==> config.mk <==
export PLATFORM = sky130hd
export DESIGN_NAME = packet_scheduler
export DESIGN_NICKNAME = d
export VERILOG_FILES = /design/src/rtl/hdmi_packet_pkg.sv /design/src/rtl/audio_sample_fifo.sv /design/src/rtl/packet_scheduler.sv
export SDC_FILE = /design/constraint.sdc
export NUM_CORES = 1
export LEC_CHECK = 0
export CORE_MARGIN = 8
export CORE_UTILIZATION = 24
export DETAILED_ROUTE_END_ITERATION = 8
export PLACE_DENSITY = 0.39
export SLEW_MARGIN = 20
export SYNTH_ARGS = -nofsm -noshare
export SYNTH_HDL_FRONTEND = slang
export SYNTH_SLANG_ARGS = --single-unit
==> constraint.sdc <==
create_clock -name clk_pixel -period 6 [get_ports clk_pixel]
set_input_delay 1.2 -clock clk_pixel [delete_from_list [all_inputs] [get_ports clk_pixel]]
set_output_delay 1.2 -clock clk_pixel [all_outputs]
set_load 0.03 [all_outputs]
==> src/rtl/hdmi_packet_pkg.sv <==
// Shared definitions for the HDMI data-island packet scheduler.
//   - HDMI packet type codes emitted on packet_type
//   - sched_state_t : scheduler state (which packet occupies the current slot)
//   - state_to_type : maps a scheduler state to its packet type code
// Optional feature macro: PACKET_SCHEDULER_SPD_EN adds the SPD InfoFrame state.
package hdmi_packet_pkg;

    localparam logic [7:0] PKT_NULL  = 8'h00;
    localparam logic [7:0] PKT_ACR   = 8'h01;
    localparam logic [7:0] PKT_AUDIO = 8'h02;
    localparam logic [7:0] PKT_AVI   = 8'h82;
    localparam logic [7:0] PKT_SPD   = 8'h83;
    localparam logic [7:0] PKT_AIF   = 8'h84;

    typedef enum logic [2:0] {
        ST_NULL,
        ST_ACR,
        ST_AVI,
        ST_AIF,
`ifdef PACKET_SCHEDULER_SPD_EN
        ST_SPD,
`endif
        ST_AUDIO
    } sched_state_t;

    function automatic logic [7:0] state_to_type(input sched_state_t s);
        logic [7:0] t;
        case (s)
            ST_ACR:   t = PKT_ACR;
            ST_AVI:   t = PKT_AVI;
            ST_AIF:   t = PKT_AIF;
`ifdef PACKET_SCHEDULER_SPD_EN
            ST_SPD:   t = PKT_SPD;
`endif
            ST_AUDIO: t = PKT_AUDIO;
            default:  t = PKT_NULL;
        endcase
        return t;
    endfunction

endpackage

==> src/rtl/audio_sample_fifo.sv <==
// Audio sample-pair FIFO: single push, pops 0..4 entries per cycle.
// The four oldest entries are presented combinationally on peek_data
// (oldest in the lowest slot) so a consumer can latch them in the same
// cycle it pops them.
// Ports:
//   clk, rst   : clock, asynchronous active-high reset
//   push       : write push_data when not full (or when a pop frees space)
//   push_data  : WIDTH-bit entry
//   pop_n      : number of entries to pop this cycle (caller keeps <= level)
//   peek_data  : four oldest entries, slot k at [k*WIDTH +: WIDTH]
//   level      : current occupancy, reaches DEPTH when full
//   overflow   : sticky, set when a push is dropped
module audio_sample_fifo #(
    parameter int WIDTH = 32,
    parameter int DEPTH = 16
) (
    input  logic                     clk,
    input  logic                     rst,
    input  logic                     push,
    input  logic [WIDTH-1:0]         push_data,
    input  logic [2:0]               pop_n,
    output logic [4*WIDTH-1:0]       peek_data,
    output logic [$clog2(DEPTH):0]   level,
    output logic                     overflow
);
    localparam int AW = $clog2(DEPTH);
    localparam int LW = AW + 1;

    logic [WIDTH-1:0] r_mem [DEPTH];
    logic [AW-1:0]    r_wr_ptr;
    logic [AW-1:0]    r_rd_ptr;
    logic [LW-1:0]    r_level;
    logic             r_overflow;
    logic             w_push_ok;

    // A pop in the same cycle frees space, so a push at full still lands.
    assign w_push_ok = push && ((r_level != LW'(DEPTH)) || (pop_n != 3'd0));

    always_ff @(posedge clk) begin
        if (w_push_ok) begin
            r_mem[r_wr_ptr] <= push_data;
        end
    end

    always_ff @(posedge clk or posedge rst) begin
        if (rst) begin
            r_wr_ptr   <= '0;
            r_rd_ptr   <= '0;
            r_level    <= '0;
            r_overflow <= 1'b0;
        end else begin
            if (w_push_ok) begin
                r_wr_ptr <= r_wr_ptr + 1'b1;
            end
            // Pointer width equals log2(DEPTH), so the add wraps modulo DEPTH.
            r_rd_ptr <= r_rd_ptr + AW'(pop_n);
            r_level  <= r_level + LW'(w_push_ok) - LW'(pop_n);
            if (push && !w_push_ok) begin
                r_overflow <= 1'b1;
            end
        end
    end

    always_comb begin
        peek_data = '0;
        for (int k = 0; k < 4; k++) begin
            peek_data[k*WIDTH +: WIDTH] = r_mem[r_rd_ptr + AW'(k)];
        end
    end

    assign level    = r_level;
    assign overflow = r_overflow;

endmodule

==> src/rtl/packet_scheduler.sv <==
// HDMI data-island packet scheduler. On every packet_enable slot it picks
// one packet: ACR once per frame, then the InfoFrame burst when due, then
// audio sample packets from the sample FIFO, otherwise a NULL packet.
// Ports:
//   clk_pixel, reset : pixel clock, asynchronous active-high reset
//   frame_start      : pulse at the first pixel of a frame
//   packet_enable    : pulse, a packet slot is available
//   sample_valid     : push strobe for sample_in ({right, left})
//   packet_type      : selected packet type, valid one cycle after packet_enable
//   audio_out        : up to four sample pairs, slot 0 oldest
//   sample_present   : mask of valid audio_out slots
//   fifo_level       : sample FIFO occupancy
//   overflow         : sticky, a sample was dropped at full FIFO
// Optional feature macro: PACKET_SCHEDULER_SPD_EN adds an SPD InfoFrame
// after the Audio InfoFrame in each burst.
//
// state    | meaning
// ---------+---------------------------------------------
// ST_NULL  | current slot carries a NULL packet
// ST_ACR   | current slot carries Audio Clock Regeneration
// ST_AVI   | current slot carries the AVI InfoFrame
// ST_AIF   | current slot carries the Audio InfoFrame
// ST_SPD   | current slot carries the SPD InfoFrame (SPD builds only)
// ST_AUDIO | current slot carries an audio sample packet
module packet_scheduler
    import hdmi_packet_pkg::*;
#(
    parameter int AUDIO_BIT_WIDTH        = 16,
    parameter int FIFO_DEPTH             = 16,
    parameter int MAX_SAMPLES_PER_PACKET = 4,
    parameter int INFOFRAME_PERIOD       = 1
) (
    input  logic                           clk_pixel,
    input  logic                           reset,
    input  logic                           frame_start,
    input  logic                           packet_enable,
    input  logic                           sample_valid,
    input  logic [2*AUDIO_BIT_WIDTH-1:0]   sample_in,
    output logic [7:0]                     packet_type,
    output logic [4*2*AUDIO_BIT_WIDTH-1:0] audio_out,
    output logic [3:0]                     sample_present,
    output logic [$clog2(FIFO_DEPTH):0]    fifo_level,
    output logic                           overflow
);
    localparam int PW  = 2 * AUDIO_BIT_WIDTH;
    localparam int LW  = $clog2(FIFO_DEPTH) + 1;
    localparam int FCW = (INFOFRAME_PERIOD > 1) ? $clog2(INFOFRAME_PERIOD) : 1;

    sched_state_t    r_state;
    sched_state_t    w_state_next;
    logic            r_acr_sent;
    logic            r_avi_due;
    logic            r_aif_due;
    logic [FCW-1:0]  r_frame_cnt;
    logic [7:0]      r_packet_type;
    logic [4*PW-1:0] r_audio_out;
    logic [3:0]      r_sample_present;

    logic            w_burst_arm;
    logic            w_acr_sent;
    logic            w_avi_due;
    logic            w_aif_due;
    logic [LW-1:0]   w_level;
    logic [4*PW-1:0] w_peek;
    logic [2:0]      w_avail_n;
    logic [2:0]      w_pop_n;
    logic [4*PW-1:0] w_slot_data;
    logic [3:0]      w_slot_mask;
    logic            w_fifo_overflow;

`ifdef PACKET_SCHEDULER_SPD_EN
    logic            r_spd_due;
    logic            w_spd_due;
`endif

    // The frame that starts while the counter sits at zero gets a burst, so
    // the first frame after reset and every INFOFRAME_PERIOD-th one after it
    // carry InfoFrames.
    assign w_burst_arm = frame_start && (r_frame_cnt == '0);

    // frame_start takes effect before a coincident packet_enable is decoded.
    assign w_acr_sent = r_acr_sent && !frame_start;
    assign w_avi_due  = r_avi_due || w_burst_arm;
    assign w_aif_due  = r_aif_due || w_burst_arm;
`ifdef PACKET_SCHEDULER_SPD_EN
    assign w_spd_due  = r_spd_due || w_burst_arm;
`endif

    assign w_avail_n = (w_level >= LW'(MAX_SAMPLES_PER_PACKET)) ?
                       3'(MAX_SAMPLES_PER_PACKET) : 3'(w_level);

    always_comb begin
        w_state_next = r_state;
        if (packet_enable) begin
            if (!w_acr_sent) begin
                w_state_next = ST_ACR;
            end else if (w_avi_due) begin
                w_state_next = ST_AVI;
            end else if (w_aif_due) begin
                w_state_next = ST_AIF;
`ifdef PACKET_SCHEDULER_SPD_EN
            end else if (w_spd_due) begin
                w_state_next = ST_SPD;
`endif
            end else if (w_level != '0) begin
                w_state_next = ST_AUDIO;
            end else begin
                w_state_next = ST_NULL;
            end
        end
    end

    always_ff @(posedge clk_pixel or posedge reset) begin
        if (reset) begin
            r_state <= ST_NULL;
        end else begin
            r_state <= w_state_next;
        end
    end

    assign w_pop_n = (packet_enable && (w_state_next == ST_AUDIO)) ? w_avail_n : 3'd0;

    always_comb begin
        w_slot_data = '0;
        w_slot_mask = '0;
        if (w_state_next == ST_AUDIO) begin
            for (int k = 0; k < 4; k++) begin
                if (3'(k) < w_avail_n) begin
                    w_slot_data[k*PW +: PW] = w_peek[k*PW +: PW];
                    w_slot_mask[k]          = 1'b1;
                end
            end
        end
    end

    always_ff @(posedge clk_pixel or posedge reset) begin
        if (reset) begin
            r_acr_sent  <= 1'b0;
            r_avi_due   <= 1'b1;
            r_aif_due   <= 1'b1;
`ifdef PACKET_SCHEDULER_SPD_EN
            r_spd_due   <= 1'b1;
`endif
            r_frame_cnt <= '0;
        end else begin
            if (frame_start) begin
                r_frame_cnt <= (r_frame_cnt == FCW'(INFOFRAME_PERIOD - 1)) ?
                               '0 : r_frame_cnt + 1'b1;
            end
            r_acr_sent <= w_acr_sent || (packet_enable && (w_state_next == ST_ACR));
            r_avi_due  <= w_avi_due && !(packet_enable && (w_state_next == ST_AVI));
            r_aif_due  <= w_aif_due && !(packet_enable && (w_state_next == ST_AIF));
`ifdef PACKET_SCHEDULER_SPD_EN
            r_spd_due  <= w_spd_due && !(packet_enable && (w_state_next == ST_SPD));
`endif
        end
    end

    always_ff @(posedge clk_pixel or posedge reset) begin
        if (reset) begin
            r_packet_type    <= PKT_NULL;
            r_audio_out      <= '0;
            r_sample_present <= '0;
        end else if (packet_enable) begin
            r_packet_type    <= state_to_type(w_state_next);
            r_audio_out      <= w_slot_data;
            r_sample_present <= w_slot_mask;
        end
    end

    audio_sample_fifo #(
        .WIDTH (PW),
        .DEPTH (FIFO_DEPTH)
    ) u_fifo (
        .clk       (clk_pixel),
        .rst       (reset),
        .push      (sample_valid),
        .push_data (sample_in),
        .pop_n     (w_pop_n),
        .peek_data (w_peek),
        .level     (w_level),
        .overflow  (w_fifo_overflow)
    );

    assign packet_type    = r_packet_type;
    assign audio_out      = r_audio_out;
    assign sample_present = r_sample_present;
    assign fifo_level     = w_level;
    assign overflow       = w_fifo_overflow;

endmodule

=== After elaboration in Yosys (flattened, before gate mapping) ===
Memories as Yosys holds them, arrays and structs flattened.
Index checks and enable logic that the tools add are counted.

* Register bits: 161
* RAM bits: 512
* Input port bits: 37
* Word-level logic and storage cells: 73
* Memories kept: 1

* $add $sub $neg: 8
* $lt $le $gt $ge: 5
* Equality and inequality tests: 5
* Muxes and demuxes: 21
* Bitwise gates (word level): 1
* Reduce and logical (&&, ||, !) cells: 20

{| class="wikitable"
|+ Memory list
! memory !! words !! width !! read ports !! clocked after Yosys merged registers in !! write ports !! line !! text
|-
| u_fifo.r_mem || 16 || 32 || 4 || 0 || 1 || audio_sample_fifo.sv:29 || <nowiki>logic [WIDTH-1:0] r_mem [DEPTH];</nowiki>
|}

{| class="wikitable"
|+ Operators with widths
! kind !! count
|-
| 128-bit 2-to-1 mux || 1
|-
| 32-bit 2-to-1 mux || 4
|-
| 8-bit one-hot mux with 4 select lines || 1
|-
| 3-bit 2-to-1 mux || 7
|-
| 1-bit logical AND || 10
|-
| 4-bit by 1-bit adder with 4-bit output, second input constant || 2
|-
| 4-bit by 2-bit adder with 4-bit output, second input constant || 2
|-
| 1-bit 2-to-1 mux || 7
|-
| 3-bit by 2-bit equality test with 1-bit output, second input constant || 2
|-
| 1-bit by 3-bit less-than comparator with 1-bit output, first input constant || 2
|-
| 2-bit by 3-bit less-than comparator with 1-bit output, first input constant || 2
|-
| 5-bit by 1-bit adder with 5-bit output || 1
|-
| 5-bit by 3-bit >= comparator with 1-bit output, second input constant || 1
|-
| 5-bit != test, second input constant || 1
|-
| 5-bit nonzero test || 1
|-
| 5-bit by 3-bit subtractor with 5-bit output || 1
|-
| 4-bit by 3-bit adder with 4-bit output || 1
|-
| 1-bit zero test || 4
|-
| 1-bit logical OR || 4
|-
| 4-bit 2-to-1 mux || 1
|-
| 3-bit by 1-bit equality test with 1-bit output, second input constant || 1
|-
| 3-bit equality test, second input constant || 1
|-
| 3-bit nonzero test || 1
|-
| 1-bit adder, second input constant || 1
|-
| 1-bit inverter || 1
|}

=== Logic depth before layout (Yosys ltp) ===
Gate-level depths: netlist of the first run.

* Depth in word-level cells: 15
* Gate-level depth with buffers: 14

=== By module ===
A second synthesis of the first run with hierarchy kept.

* Cell total of the unflattened synthesis: 2506
* Area, all modules: 37288.3 sq um

{| class="wikitable"
|+ By module, submodules not included
! module !! instances !! cells each !! area each (sq um) !! seq. area each (sq um)
|-
| audio_sample_fifo || 1 || 2170 || 32177.1 || 15725.1
|-
| packet_scheduler || 1 || 336 || 5111.2 || 3480.8
|}

=== Least setup slack after synthesis of the first run ===
Ideal clock, no wire load.

* Path type: input -> register
* Start: input port frame_start
* End: memory u_fifo.r_mem[7][0], enable pin
* Setup time: 0.468 ns
* Data arrival time: 4.647 ns
* Path slack: 0.885 ns
* Cell stages on the path: 6
* Buffers on the path: 1
* Path through: or3_1 -> a211oi_1 -> o31a_1 -> buf_2 -> nand2_1 -> nor3b_1

* Longest elaborated chain between the ends: 14
* Elaborated cells between the ends (all ways): 17

{| class="wikitable"
|+ Ends and longest elaborated chain
! what !! line !! text
|-
| from (decl) || packet_scheduler.sv:35 || <nowiki>input logic frame_start,</nowiki>
|-
| 1-bit logical AND || packet_scheduler.sv:79 || <nowiki>assign w_burst_arm = frame_start && (r_frame_cnt == '0);</nowiki>
|-
| 1-bit logical OR || packet_scheduler.sv:84 || <nowiki>assign w_aif_due = r_aif_due || w_burst_arm;</nowiki>
|-
| 3-bit 2-to-1 mux || packet_scheduler.sv:99 || <nowiki>end else if (w_aif_due) begin</nowiki>
|-
| 3-bit 2-to-1 mux || packet_scheduler.sv:97 || <nowiki>end else if (w_avi_due) begin</nowiki>
|-
| 3-bit 2-to-1 mux * || packet_scheduler.sv:95 || <nowiki>if (!w_acr_sent) begin</nowiki>
|-
| 3-bit 2-to-1 mux * || packet_scheduler.sv:94 || <nowiki>if (packet_enable) begin</nowiki>
|-
| 3-bit equality test * || packet_scheduler.sv:121 || <nowiki>assign w_pop_n = (packet_enable && (w_state_next == ST_AUDIO)) ? w_avail_n : 3'd0;</nowiki>
|-
| 1-bit logical AND * || packet_scheduler.sv:121 ||
|-
| 3-bit 2-to-1 mux * || packet_scheduler.sv:121 ||
|-
| 3-bit nonzero test * || audio_sample_fifo.sv:37 || <nowiki>assign w_push_ok = push && ((r_level != LW'(DEPTH)) || (pop_n != 3'd0));</nowiki>
|-
| 1-bit logical OR * || audio_sample_fifo.sv:37 ||
|-
| 1-bit logical AND * || audio_sample_fifo.sv:37 ||
|-
| named net u_fifo.w_push_ok || audio_sample_fifo.sv:34 || <nowiki>logic w_push_ok;</nowiki>
|-
| 1-bit 2-to-1 mux * || audio_sample_fifo.sv:40 || <nowiki>if (w_push_ok) begin</nowiki>
|-
| 1-bit 2-to-1 mux (not written as such) * || audio_sample_fifo.sv:41 || <nowiki>r_mem[r_wr_ptr] <= push_data;</nowiki>
|-
| to (decl) || audio_sample_fifo.sv:29 ||
|}

Mark *: on every way through the listed nets, which the timed path passes. The rest lies on a longest branch.

=== Worst setup path in the final report of the first run ===
* Start: register u_fifo.r_rd_ptr[1]
* End: register r_audio_out[34], in the netlist audio_out[34]

* Longest elaborated chain between the ends: 4

{| class="wikitable"
|+ Ends and longest elaborated chain
! what !! line !! text
|-
| from (decl) || audio_sample_fifo.sv:31 || <nowiki>logic [AW-1:0] r_rd_ptr;</nowiki>
|-
| from (signal assigned) || audio_sample_fifo.sv:56 || <nowiki>r_rd_ptr <= r_rd_ptr + AW'(pop_n);</nowiki>
|-
| 4-bit by 1-bit adder with 4-bit output || audio_sample_fifo.sv:67 || <nowiki>peek_data[k*WIDTH +: WIDTH] = r_mem[r_rd_ptr + AW'(k)];</nowiki>
|-
| memory read 16 x 32 bit || - ||
|-
| 32-bit 2-to-1 mux || packet_scheduler.sv:128 || <nowiki>if (3'(k) < w_avail_n) begin</nowiki>
|-
| 128-bit 2-to-1 mux || packet_scheduler.sv:126 || <nowiki>if (w_state_next == ST_AUDIO) begin</nowiki>
|-
| to (signal assigned) || packet_scheduler.sv:166 || <nowiki>r_audio_out <= w_slot_data;</nowiki>
|-
| to (decl) || packet_scheduler.sv:56 || <nowiki>logic [4*PW-1:0] r_audio_out;</nowiki>
|}

Every way passes these cells.
A chain may end at the register's enable or synchronous reset.

==> results_dict.tcl, run 1 <==
set metrics [dict create \
    core_area_mm2 0.154 \
    slew_violations 0 \
    yosys-top-cells-area "edfxtp_1, mux4_2, dfrtp_1" \
    netlist_area_mm2 0.0369 \
    reg2reg_depth 7 \
    switching_share_pct 33.2 \
    reg2reg_from "u_fifo.r_rd_ptr[1]$_DFF_PP0_" \
    routed_wl_um 142000 \
    fmax_ghz 0.238 \
    p_leak_uw 0.0152 \
    drtPass1Iterations 6 \
    grt.met2_usage_pct 27.4 \
    grtUsageMet1_pct 21.6 \
    clkSlewWorstSetupHoldPaths_ns 0.06 \
    detail_route.drc_violations 0 \
    port_buffers 178 \
    crit_end "audio_out[34]$_DFFE_PP0P_" \
    cts_tree "done" \
    hold_viol 0 \
    row_count 144 \
    cts_sinks 665 \
    drt_iter0_drc 2448 \
    viasPerCell 5.41 \
    ant_nets 0 \
    critPathCaptureType "flop" \
    grt_pass1_vias 25200 \
    antenna_found_initial 7 \
    startpoint_type "flop" \
    criticalPathCategory "flop to flop" \
    wl_per_cell_um 31.6 \
    die_y_um 408 \
    grt_max_degree 141 \
    final.min_clock_period_ns 4.20 \
    cp_max_fo 53 \
    vias 24300 \
    die_area_mm2 0.167 \
    dp_cells 4342 \
    p_int_uw 10500 \
    p_comb_share_pct 29.4 \
    slew_headroom_pct 21.6 \
    synthToLayoutAreaGrowth_pct 20.0 \
    p_seq_share_pct 36.5 \
    netlist_instances 2263 \
    synth_top_flop_cell "edfxtp_1" \
    numCtsBuffers 85 \
    place.gp.congestion 0.784 \
    hpwl_um 89200 \
    stdcell_count 4503 \
    clkPwrFrac_pct 34.2 \
    yosysSeqAreaShare_pct 52.0 \
    pin_count 183 \
    grt_pass1_wl_um 201000 \
    worstPathRequired_ns 6.58 \
    powerDensity_mw_per_mm2 356 \
    yosys_warnings 0 \
    postSynthAreaPerCell_um2 16.3 \
    async_reset_ff_share_pct 23.0 \
    grt_use_met3_pct 3.01 \
    clock_insertion_delay_worst_skew_ns 0.70 \
    r2r-end "audio_out[34]$_DFFE_PP0P_" \
    ctsLongestPathBuffers 3 \
    worst_pin_slew_ns 1.18 \
    nets 2443 \
    ys_ff_latch 665 \
    synthDistinctLibCells 54 \
    top_usage_layer "met2" \
    finalSetupViolCount 0 \
    startpoint "u_fifo.r_rd_ptr[1]$_DFF_PP0_" \
    track_usage_pct 16.5 \
    rrSetupSlack_ns 1.80 \
    cts-root-buf "clkbuf_16" \
    cts_resized 0 \
    skew_ns 0.0372 \
    status "finished, final reports clean" \
    hold_class "flop to flop" \
    max_cap_viol_count 0 \
    hold_buffers 0 \
    worstPathArrival_ns 4.78 \
    cts_setup_buffers 0 \
    synth_edf_count 512 \
    die_w_um 408 \
    initial_core_util_pct 24.1 \
    synth_top_area_share_pct 41.6 \
    grt-ovfl-total 0 \
    synth.largest_area_cell "edfxtp_1" \
    fin_crit_sh_pct 70.0 \
    ir_worst_vdd_v 0.000282 \
    rsz0062_at_grt "false" \
    p_switching_uw 5240 \
    tns_ns 0 \
    htreeDepth 3 \
    drive_gt1_share_pct 31.6 \
    fin_util_pct 28.9 \
]
-- critical path: stages (launching register included) --
cell and delay [ns]:
dfrtp_4 0.90, inv_2 0.41, ha_4 0.75, buf_4 0.72
mux4_2 0.60, o22ai_1 0.25, a211oi_1 0.13, a21o_1 0.20
-- routing by layer --
metal	part of all wire [%]	wire [um]	vias to the layer above
li1	-	-	9838
met1	41	59000	13200
met2	48	68900	1135
met3	6.5	9200	220
met4	3.6	5100	0
met5	0	0	-
-- Yosys cell counts (6+ instances only) --
master     number
nand2_1       129
mux2i_1       107
xnor2_1        11
nand2b_1       10
or3_1           8
buf_2          88
a21o_1         78
o2bb2ai_1      14
a21boi_0        8
buf_4           7
clkbuf_1       95
mux4_2        451
nor2_1         16
o22ai_1        19
a22o_1          6
a21oi_1        87
dfrtp_1       151
buf_1          23
inv_1          27
o32ai_1         6
a32o_1         15
o2111ai_1      14
ha_1           19
nor2b_1         8
and2_1          9
mux2_2         66
and3_1          7
a211oi_1       25
o211ai_1       17
edfxtp_1      512
a22oi_1       114
nand3_1        23
o21ai_0        46
o221ai_1        7
and4_1          7
-- metrics by stage --
step	setup slack, ns	total power, uW	hold slack (ns)	instance area, um2
final	1.80	15800	0.478	44300
after global routing	1.56	16400	0.494	44300
after CTS	1.71	16000	0.485	44300
after detailed placement	1.19	10500	0.469	41400
after global placement	1.27	10500	0.458	41300
after floorplan	0.682	8680	0.475	37000
-- state kept, by name, indices dropped and copies added, names as in the netlist --
| signal | cells |
|---|---|
| audio_out | 128 |
| packet_type | 4 |
| r_acr_sent | 1 |
| r_aif_due | 1 |
| r_avi_due | 1 |
| sample_present | 4 |
| u_fifo.level | 5 |
| u_fifo.overflow | 1 |
| u_fifo.r_mem | 512 |
| u_fifo.r_rd_ptr | 4 |
| u_fifo.r_wr_ptr | 4 |
-- cells by family (layout without fill, tap and decap cells) --
family	count (synthesis)	count (layout)	synth area share (%)
multiplexers	624	624	32.4
AO/OA/AOI/OAI	465	465	8.76
buffers and inverters	242	433	2.83
AND/OR/NAND/NOR	229	229	2.88
other	1	6	0.0102
adder cells (fa/ha/maj)	21	21	0.752
flip-flops	665	665	52.0
XOR/XNOR	16	16	0.379
-- power by group through the flow --
stage | Sequential (uW) | Combinational, uW | Clock (uW)
finish | 5750 | 4630 | 5390
global route | 5780 | 4920 | 5740
CTS | 5740 | 4710 | 5570
detailed placement | 5830 | 4690 | 0
global placement | 5820 | 4640 | 0
floorplan | 5730 | 2960 | 0
-- layout make-up --
cell class	instances	area, um2
Clock buffer	97	2210
Antenna cell	2	5.00
Clock inverter	62	718
Sequential cell	665	19200
Timing Repair Buffer	245	2550
Fill cell	15200	109000
Multi-Input combinational cell	1359	17000
Inverter	29	121
Tap cell	2044	2560
-- layout by cell type, fill, tap and decap left out, types with 46 or more instances in the layout --
| cell type | instances |
|---|---|
| mux2i_1 | 107 |
| a22oi_1 | 114 |
| mux4_2 | 451 |
| o21ai_0 | 46 |
| clkdlybuf4s50_1 | 178 |
| buf_4 | 46 |
| dfrtp_1 | 148 |
| edfxtp_1 | 512 |
| clkbuf_16 | 85 |
| a21o_1 | 78 |
| nand2_1 | 129 |
| a21oi_1 | 86 |
| mux2_2 | 66 |
-- worst min path at each step --
stage	start	to	cells after the start
floorplan	r_aif_due$_DFF_PP1_	r_aif_due$_DFF_PP1_	2
finish	audio_out[14]$_DFFE_PP0P_	audio_out[14]$_DFFE_PP0P_	1
CTS	u_fifo.overflow$_DFFE_PP0P_	u_fifo.overflow$_DFFE_PP0P_	1
detailed placement	audio_out[29]$_DFFE_PP0P_	audio_out[29]$_DFFE_PP0P_	1
global route	audio_out[14]$_DFFE_PP0P_	audio_out[14]$_DFFE_PP0P_	1
global placement	u_fifo.overflow$_DFFE_PP0P_	u_fifo.overflow$_DFFE_PP0P_	1
No activity file was read; power rests on OpenSTA's default activity.
==> run 2: changes to the inputs <==
Clock period 6 ns to 4.28 ns, I/O delays scaled along.
==> results_dict.tcl, run 2 (synthesized netlist as in run 1, its figures left out) <==
set metrics [dict create \
    port_buffers 178 \
    place_ws_ns 0.259 \
    hpwl_um 93200 \
    core_area_mm2 0.154 \
    pin_count 183 \
    stdcell_count 4542 \
    cp_max_fo 27 \
    critPathMostFrequentCell "buf_4" \
    fin_util_pct 29.2 \
    initial_core_util_pct 24.1 \
    slew_headroom_pct 27.2 \
    grt_max_degree 151 \
    worstPathArrival_ns 3.83 \
    grt_pass1_wl_um 201000 \
    final_common_cell "edfxtp_1" \
    startpoint "u_fifo.r_rd_ptr[0]$_DFF_PP0_" \
    grt_pass1_vias 25500 \
    largest_reg_flops 512 \
    worst_pin_slew_ns 1.09 \
    cts_setup_buffers 0 \
    hold_buffers 0 \
    row_count 144 \
    cts_tree "done" \
    cts_sinks 665 \
    detail_route.drc_violations 0 \
    wl_met1_um 59400 \
    p_leak_uw 0.0155 \
    whs_path_depth 1 \
    ctsLongestPathBuffers 3 \
    crit_slowest_cell "dfrtp_4" \
    vias 24600 \
    drive_gt1_share_pct 32.5 \
    final.min_clock_period_ns 3.31 \
    reg2reg_from "u_fifo.r_rd_ptr[0]$_DFF_PP0_" \
    routed_wl_um 142000 \
    numCtsBuffers 84 \
    ir_worst_vdd_v 0.000357 \
    rrSetupSlack_ns 0.97 \
    place.gp.congestion 0.820 \
    cts-root-buf "clkbuf_16" \
    powerDensity_mw_per_mm2 499 \
    cp_cell_sequence "inv_2 -> ha_4 -> buf_4 -> buf_4 -> nand2_1 -> o21ai_0 -> o32ai_1" \
    fmax_ghz 0.302 \
    skew_ns 0.0262 \
    whs_endpoint "u_fifo.overflow$_DFFE_PP0P_" \
    grt-ovfl-total 0 \
    regMostFlops "u_fifo.r_mem" \
    hold_viol 0 \
    die_y_um 408 \
    antenna_found_initial 4 \
    startpoint_type "flop" \
    rsz0062_at_grt "false" \
    crit_path_max_incr_delay_ns 0.72 \
    clkSlewWorstSetupHoldPaths_ns 0.06 \
    worstPathRequired_ns 4.81 \
    max_cap_viol_count 0 \
    r2r-end "audio_out[63]$_DFFE_PP0P_" \
    criticalPathCategory "flop to flop" \
    reg2reg_depth 7 \
    status "finished, final reports clean" \
    fin_crit_sh_pct 77.3 \
    drt_iter0_drc 2263 \
    wl_per_cell_um 31.3 \
    nets 2482 \
    drtPass1Iterations 7 \
    dp_cells 4381 \
    min-delay-start "u_fifo.overflow$_DFFE_PP0P_" \
    finalSetupViolCount 0 \
    slew_violations 0 \
    wl_met2_um 69600 \
    viasPerCell 5.42 \
    critPathCaptureType "flop" \
    top_layer_used "met4" \
    ant_nets 0 \
    synthToLayoutAreaGrowth_pct 21.5 \
    final_cell_mix "edfxtp_1, mux4_2, clkdlybuf4s50_1" \
    die_area_mm2 0.167 \
    track_usage_pct 16.5 \
    die_w_um 408 \
    dr_wl_met3_um 8860 \
    cts_resized 0 \
    timing.final.ws_setup_ns 0.973 \
    clock_insertion_delay_worst_skew_ns 0.70 \
    hold_class "flop to flop" \
    htreeDepth 3 \
]
run 2: worst max-delay path by stage:
stage,end,cells past startpoint
2_1_floorplan,u_fifo.r_mem[4][0]$_DFFE_PP_,6
3_3_place_gp,u_fifo.r_mem[1][24]$_DFFE_PP_,7
3_5_place_dp,u_fifo.r_mem[1][21]$_DFFE_PP_,7
4_1_cts,audio_out[53]$_DFFE_PP0P_,7
5_1_grt,audio_out[53]$_DFFE_PP0P_,7
6_report,audio_out[63]$_DFFE_PP0P_,7
run 2: metrics by stage:
stage	instance area, um2	setup TNS (ns)	hold slack, ns	power, uW
after floorplan	37000	-47.14	0.475	12200
after global routing	44900	0	0.491	23300
after global placement	41900	0	0.458	14900
final	44900	0	0.473	22400
after detailed placement	41900	0	0.459	14900
after CTS	44900	0	0.477	22700
run 2: where the power goes:
part	internal (uW)	switching, uW	total (uW)
Clock	4500	3150	7650
Sequential	7570	495	8060
Combinational	2870	3820	6680
run 2: cell type report:
class | instances | area, um2
Clock inverter | 61 | 797
Tap cell | 2044 | 2560
Fill cell | 15200 | 109000
Inverter | 29 | 118
Clock buffer | 97 | 2160
Multi-Input combinational cell | 1359 | 17000
Timing Repair Buffer | 285 | 3070
Sequential cell | 665 | 19200
Antenna cell | 2 | 5.00
run 2: critical path, delay by kind of cell, from the launching register on:
family | cells | cell delay [ns]
AO/OA/AOI/OAI | 2 | 0.61
AND/OR/NAND/NOR | 1 | 0.25
adder cells (fa/ha/maj) | 1 | 0.57
buffers and inverters | 3 | 0.94
flip-flops | 1 | 0.72
run 2: layer usage:
metal	up-vias	track usage, %
met2	1177	27.7
met3	246	3.19
met5	-	0
met4	0	4.73
met1	13300	21.6
li1	9886	-
